<file path="config.mk">
export PLATFORM = sky130hd
export DESIGN_NAME = seven_segment_scanner
export DESIGN_NICKNAME = d
export VERILOG_FILES = /design/src/rtl/seven_segment_scanner.sv
export SDC_FILE = /design/constraint.sdc
export NUM_CORES = 1
export LEC_CHECK = 0
export CORE_MARGIN = 8
export CORE_UTILIZATION = 40
export CTS_CLUSTER_DIAMETER = 100
export CTS_CLUSTER_SIZE = 8
export DETAILED_ROUTE_END_ITERATION = 16
export SLEW_MARGIN = 20
export SYNTH_ARGS = -nofsm -noshare
export SYNTH_HDL_FRONTEND = slang
export SYNTH_SLANG_ARGS = --single-unit
export TNS_END_PERCENT = 50
</file>
<file path="constraint.sdc">
create_clock -name Clock -period 4.15 [get_ports Clock]
set_clock_uncertainty 0.15 [all_clocks]
set_input_delay 0.415 -clock Clock [delete_from_list [all_inputs] [get_ports Clock]]
set_output_delay 0.415 -clock Clock [all_outputs]
set_load 0.1 [all_outputs]
</file>
<file path="src/rtl/seven_segment_scanner.sv">
// seven_segment_scanner: time-multiplexed scan controller for a 4-digit
// common-anode seven-segment display. Holds a 16-bit hex value, walks the
// digits at a fixed dwell, and presents one nibble plus active-low anodes.
// New values are staged and applied only at frame boundaries.
// Optional feature macro: LEADING_ZERO_BLANK_EN (blank leading zero digits).
module seven_segment_scanner #(
  parameter int REFRESH_DIV = 100000,
  parameter int GUARD       = 16
) (
  input  logic        Clock,
  input  logic        Reset,
  input  logic [15:0] Value,
  input  logic        Load,
  output logic [3:0]  Counter,
  output logic [3:0]  Anode,
  output logic        FrameStart
);

  localparam int             PW        = $clog2(REFRESH_DIV);
  localparam logic [PW-1:0]  PRE_TC    = PW'(REFRESH_DIV - 1);
  localparam logic [PW-1:0]  GUARD_V   = PW'(GUARD);
  localparam logic [3:0]     ANODE_RST = (GUARD > 0) ? 4'b1111 : 4'b1110;

  logic [PW-1:0] pre, pre_nxt;
  logic [1:0]    idx, idx_nxt;
  logic [15:0]   shown, shown_nxt;
  logic [15:0]   pending, pending_nxt;
  logic          pend_vld, pend_vld_nxt;
  logic          tc, fb;
  logic          in_guard, blank;

  // Pick the nibble of v belonging to digit i.
  function automatic logic [3:0] nib(input logic [15:0] v, input logic [1:0] i);
    case (i)
      2'd0:    nib = v[3:0];
      2'd1:    nib = v[7:4];
      2'd2:    nib = v[11:8];
      default: nib = v[15:12];
    endcase
  endfunction

`ifdef LEADING_ZERO_BLANK_EN
  // Digit i is a leading zero when every nibble from i upward is zero;
  // digit 0 always stays lit so a zero value still shows "0".
  function automatic logic lead_zero(input logic [15:0] v, input logic [1:0] i);
    case (i)
      2'd0:    lead_zero = 1'b0;
      2'd1:    lead_zero = (v[15:4] == 12'h000);
      2'd2:    lead_zero = (v[15:8] == 8'h00);
      default: lead_zero = (v[15:12] == 4'h0);
    endcase
  endfunction
`endif

  // Next-state: prescaler, digit index, and the staged value registers.
  always_comb begin
    tc           = (pre == PRE_TC);
    fb           = tc && (idx == 2'd3);
    pre_nxt      = tc ? '0 : pre + 1'b1;
    idx_nxt      = tc ? idx + 2'd1 : idx;
    shown_nxt    = shown;
    pending_nxt  = pending;
    pend_vld_nxt = pend_vld;
    if (fb) begin
      // A load coinciding with the boundary bypasses the pending stage.
      if (Load)          shown_nxt = Value;
      else if (pend_vld) shown_nxt = pending;
      pend_vld_nxt = 1'b0;
    end else if (Load) begin
      pending_nxt  = Value;
      pend_vld_nxt = 1'b1;
    end
  end

  // GUARD of zero means no blanking window at all.
  if (GUARD == 0) begin : g_no_guard
    assign in_guard = 1'b0;
  end else begin : g_guard
    assign in_guard = (pre_nxt < GUARD_V);
  end

`ifdef LEADING_ZERO_BLANK_EN
  assign blank = lead_zero(shown_nxt, idx_nxt);
`else
  assign blank = 1'b0;
`endif

  // Stage p0: state registers and outputs, both taken from post-edge values.
  always_ff @(posedge Clock) begin
    if (Reset) begin
      pre        <= '0;
      idx        <= 2'd0;
      shown      <= 16'h0000;
      pending    <= 16'h0000;
      pend_vld   <= 1'b0;
      Counter    <= 4'h0;
      Anode      <= ANODE_RST;
      FrameStart <= 1'b0;
    end else begin
      pre        <= pre_nxt;
      idx        <= idx_nxt;
      shown      <= shown_nxt;
      pending    <= pending_nxt;
      pend_vld   <= pend_vld_nxt;
      Counter    <= nib(shown_nxt, idx_nxt);
      Anode      <= (in_guard || blank) ? 4'b1111 : ~(4'b0001 << idx_nxt);
      FrameStart <= fb;
    end
  end

endmodule

</file>
==> results.yml, run 1 <==
floorplanning:
  dieArea_um2: 10700
  die_w_um: 103
  die_y_um: 103
  core_area_um2: 7570
  num_rows: 32
  io_pins: 28
  initial_utilization_pct: 40.4
global_route:
  grt_antenna_before_repair: 0
  groute.usage.overall_pct: 15.5
  gr-total-overflow: 0
  grt_pass1_wl_mm: 12.9
  grt_start_max_net_pins: 30
  grt_pass1_vias: 2635
synth:
  synth_area_leaders: "dfxtp_1 (40%), nor2_1 (5.5%), nand3_1 (5.2%), a21oi_1 (4.9%), nand2_1 (4.7%)"
  ys_ff_latch: 61
  synth-compound-area-share_pct: 19.4
  synth_top_family_by_area: "simple AND/OR/NAND/NOR gates"
  yosys.area_share.simple_pct: 30.2
  syn_inst: 374
  synthMuxAreaShare_pct: 0
  synth_xor_area_share_pct: 4.30
  synth_area_um2: 3060
  yosysWarningCount: 0
  async_flop_share_pct: 0
  synth-adder-area-share_pct: 0.819
  synth_top_area_share_pct: 40.0
  yosysUniqueCellTypes: 58
  synth_fp_nets: 395
  yosysTopAreaCell: "dfxtp_1"
  synth-edff-count: 0
  ys.flop_type: "dfxtp_1"
  ys_seq_area_share_pct: 40.0
  syn_area_per_cell_um2: 8.17
detailed_routing:
  dr.pass1.iters: 4
  drc_errors: 0
  vias: 2740
  routed_via_density: 5.52
  routedWlPerCell_um: 15.8
  drtAntennaViolNets: 0
  wirelength_mm: 7.84
  drt_iter0_drc: 172
timing:
  max-slew-margin-rel_pct: 34.8
  fmax_mhz: 317
  finalCritPeriodShare_pct: 76.1
  grt_setup_unrepaired: "no"
  maxSlewViolCount: 0
  worstMarginPinSlew_ps: 975
  setup_ws_ps: 994
  fin_setup_tns_ps: 0
  hold_viol: 0
  fin_crit_ps: 3160
  setup_viol: 0
critical_path:
  crit_type: "reg -> reg"
  cp_data_required_time_ps: 4230
  end_kind: "register"
  cp-start-kind: "register"
  arrival_ps: 3230
  cp_max_fo: 25
  worstPathCellList: "ha_1 -> inv_1 -> or2_1 -> a221oi_1 -> a211oi_1 -> o211a_1"
  crit_family: "compound AO/OA/AOI/OAI gates"
  r2r_slack_ps: 990
  crit_slowest_cell: "dfxtp_1"
  path_buf_inv: 1
  slowest_delay_ps: 660
clock_network:
  cts_max_path_buffers: 2
  clock_sinks: 61
  clk_latency_ps: 340
  clkTransAtPathRegs_ps: 70
  cts_tree: "done"
  cts-root-buf: "clkbuf_8"
  h-tree-depth: 3
  cts-resized-gates: 0
  hold_buffers: 0
  cts_buffers: 9
  post_cts_buffers: 0
run_status:
  outcome: "finished clean"
placed_design:
  placement.io_buffers: 27
  dp_hpwl_mm: 5.64
  preCtsSetupSlack_ps: 1030
  gp_congestion: 0.977
pwr:
  pwr-share-comb_pct: 5.3
  p_leak_nw: 1.23
  p_total_mw: 1.27
  p_int_mw: 0.997
  powerDensity_nw_per_um2: 357
  vdd_drop_max_v: 0.000180
  netSwitchingFraction_pct: 21.6
  power_frac_seq_pct: 47.7
  clockPowerShare_pct: 47.0
  switching_power_mw: 0.275
cells_and_area:
  mostFrequentLayoutCells: "dfxtp_1 (61), nor2_1 (45), nand2_1 (38), nand3_1 (32), a21oi_1 (30)"
  drive_gt1_share_pct: 9.14
  n_fill_cell: 736
  antenna_cells: 0
  area_delta_synth_final_pct: 16.6
  fin_nets: 410
  mostFrequentLayoutCell: "dfxtp_1"
flow_run:
  max_cap_viol_count: 0
hold_path:
  worstHoldPathType: "reg -> reg"
## cell type report
type,count,area [um2],share of cell area (%)
Timing Repair Buffer,29,280,7.86
Sequential cell,61,1220,34.3
Tap cell,102,128,3.58
Multi-Input combinational cell,278,1670,46.9
Clock inverter,4,70.1,1.97
Inverter,10,37.5,1.05
Clock buffer,12,155,4.35
## per-stage QoR
step	instance area [um2]	hold slack [ps]	utilization, %	std cells
6_report	3560	307	47.1	496
5_1_grt	3560	336	47.1	496
4_1_cts	3560	310	47.1	496
3_5_place_dp	3340	300	44.1	480
3_3_place_gp	3340	294	44.1	480
2_1_floorplan	3060	280	-	374
## power groups by stage
stage | logic (mW) | clock network, mW | registers (mW)
final | 0.0678 | 0.598 | 0.607
after global routing | 0.0750 | 0.644 | 0.609
after CTS | 0.0682 | 0.614 | 0.607
after detailed placement | 0.0680 | 0 | 0.620
after global placement | 0.0677 | 0 | 0.620
after floorplan | 0.0403 | 0 | 0.616
## logic make-up after synthesis
family          Yosys count
compound gates           90
xor+xnor                 15
simple gates            171
flops                    61
buf+inv                  35
fa+ha+maj                 2
## state kept, by name (all words and copies together), names as in the netlist
| signal | cells |
|---|---|
| pre | 17 |
| pending | 16 |
| shown | 16 |
| Anode | 4 |
| Counter | 4 |
| idx | 2 |
| FrameStart | 1 |
| pend_vld | 1 |
## tightest hold or removal path, stage by stage, from the launching register on
cell and delay (ps):
dfxtp_1 310, nand2_1 50, a21oi_1 50
## path summary, 6_finish.rpt
kind	start	cells past startpoint	to
setup / recovery	idx[0]	6	Counter[0]
hold / removal	pending[3]	2	pending[3]
setup reg to reg	idx[0]	6	Counter[0]
hold reg to reg	pending[3]	2	pending[3]
## per-layer routing
layer	track usage [%]	vias to the layer above	share of wire [%]
met5	0	-	0
met2	26.2	60	50
met1	18.1	1290	44
met4	5.90	0	1.6
li1	-	1379	-
met3	4.35	11	5.2
## synthesized netlist by cell type (5+ instances only)
cell type and n:
dfxtp_1 61, nor2_1 45, nand2_1 38, nand3_1 32
a21oi_1 30, o22ai_1 15, clkbuf_1 12, inv_1 10
xnor2_1 10, nor3_1 9, nor2b_1 8, o21ai_0 8
buf_2 7, a21o_1 5, nand4_1 5, xor2_1 5
Power figures use the tool's default switching activity.
==> run 2: changes to the inputs <==
==> constraint.sdc (replaced) <==
create_clock -name Clock -period 2.7 [get_ports Clock]
set_clock_uncertainty 0.15 [all_clocks]
set_input_delay 0.27 -clock Clock [delete_from_list [all_inputs] [get_ports Clock]]
set_output_delay 0.27 -clock Clock [all_outputs]
set_load 0.1 [all_outputs]
==> run 2 against run 1 <==
Effect of this change:
- flip-flop and latch count is the same
- hold slack about the same
- sequential power grew 53%
- highest routed layer unchanged
- largest power group unchanged
- count of clock-buffer cells in the layout unchanged
- routed wire length is 0.64% higher
- via count grew 3.1%
- largest cell class unchanged
==> results.yml, run 2 (same netlist as run 1, synthesis figures left out) <==
global_route:
  gr-total-overflow: 0
  grt_pass1_vias: 2744
  groute.usage.overall_pct: 16.0
  grt_start_max_net_pins: 45
  grt_antenna_before_repair: 0
  met1_usage_pct: 18.9
  grt_pass1_wl_mm: 13.4
  gr-usage-met2_pct: 27.1
  busiest_layer: "met2"
  grt_use_met3_pct: 2.54
pwr:
  powerDensity_nw_per_um2: 483
  vdd_drop_max_v: 0.000210
  p_leak_nw: 1.32
clock_network:
  clock_sinks: 61
  h-tree-depth: 3
  cts_max_path_buffers: 2
  cts-root-buf: "clkbuf_8"
  cts-resized-gates: 0
  post_cts_buffers: 0
  cts_tree: "done"
  clk_latency_ps: 340
  clkTransAtPathRegs_ps: 60
  cts_buffers: 9
  hold_buffers: 0
timing:
  hold_viol: 0
  grt_setup_unrepaired: "no"
  setup_viol: 0
  finalCritPeriodShare_pct: 95.0
  max-slew-margin-rel_pct: 46.3
  fin_setup_tns_ps: 0
  maxSlewViolCount: 0
  worstMarginPinSlew_ps: 805
  fin_crit_ps: 2570
  fmax_mhz: 390
  setup_ws_ps: 135
cells_and_area:
  area_delta_synth_final_pct: 20.4
  top_register: "pre"
  mostFrequentLayoutCell: "dfxtp_1"
  drive_gt1_share_pct: 17.3
  largest_reg_flops: 17
  reg_top3: "pre (17), pending (16), shown (16)"
  fin_nets: 431
  antenna_cells: 0
  mostFrequentLayoutCells: "dfxtp_1 (61), nor2_1 (45), nand2_1 (38), nand3_1 (32), buf_4 (32)"
detailed_routing:
  vias: 2825
  routed_via_density: 5.46
  dr.pass1.iters: 4
  drc_errors: 0
  drt_iter0_drc: 116
  routedWlPerCell_um: 15.3
  drtAntennaViolNets: 0
  wirelength_mm: 7.89
flow_run:
  max_cap_viol_count: 0
hold_path:
  worstHoldPathType: "reg -> reg"
floorplanning:
  die_w_um: 103
  io_pins: 28
  die_y_um: 103
  core_area_um2: 7570
  num_rows: 32
  initial_utilization_pct: 40.4
  dieArea_um2: 10700
critical_path:
  cp-start-kind: "register"
  cp_max_fo: 7
  cp_data_required_time_ps: 2780
  arrival_ps: 2640
  crit_type: "reg -> reg"
  end_kind: "register"
run_status:
  outcome: "finished clean"
placed_design:
  preCtsSetupSlack_ps: 93.4
  gp_congestion: 0.869
  placement.io_buffers: 27
  dp_hpwl_mm: 5.83
-- run 2: cell type report --
class                           count  area, um2
Fill cell                         731       3890
Sequential cell                    61       1220
Clock inverter                      4       22.5
Inverter                           10       37.5
Clock buffer                       12        155
Timing Repair Buffer               50        415
Multi-Input combinational cell    278       1700
Tap cell                          102        128
-- run 2: power breakdown --
group / internal [mW] / switching [mW]
clock network: 0.379 / 0.356
registers: 0.918 / 0.0116
logic: 0.0537 / 0.0612
-- run 2: worst paths after layout --
check | start | to | slack (ps) | cells past startpoint
worst max-delay path | pre[0] | Counter[1] | 130 | 7
worst min-delay path | pending[7] | pending[7] | 310 | 2
worst max register to register | pre[0] | Counter[1] | 130 | 7
worst min register to register | pending[7] | pending[7] | 310 | 2
-- run 2: metrics by stage --
step                std cells  power (mW)  instance area, um2  hold slack, ps  utilization (%)
CTS                       517        1.79                3650             309             48.3
floorplan                 374        1.01                3060             267                -
global route              517        1.85                3680             338             48.6
finish                    517        1.78                3680             308             48.6
global placement          501        1.06                3470             294             45.9
detailed placement        501        1.06                3470             301             45.9
-- run 2: per-layer routing --
layer	part of all wire [%]	wire, um	vias up
met5	0	0	-
met4	2.6	204	0
met3	3.8	299	16
met2	49	3900	63
met1	44	3490	1324
li1	-	-	1422
-- run 2: critical path: stages, from the launching register on --
cell      delay (ps)
dfxtp_1          370
ha_2             240
and4_1           260
nand4_2           90
or2_1            330
a221oi_1         610
a211oi_1         160
o211a_1          250
==> run 3: changes to the inputs <==
--- a/config.mk
+++ b/config.mk
@@ -10,6 +10,7 @@
 export CTS_CLUSTER_DIAMETER = 100
 export CTS_CLUSTER_SIZE = 8
 export DETAILED_ROUTE_END_ITERATION = 16
+export HOLD_SLACK_MARGIN = 0.05
 export SLEW_MARGIN = 20
 export SYNTH_ARGS = -nofsm -noshare
 export SYNTH_HDL_FRONTEND = slang
==> results of run 3 <==
Same layout as run 2: the final DEF is identical, and so are final timing and power.
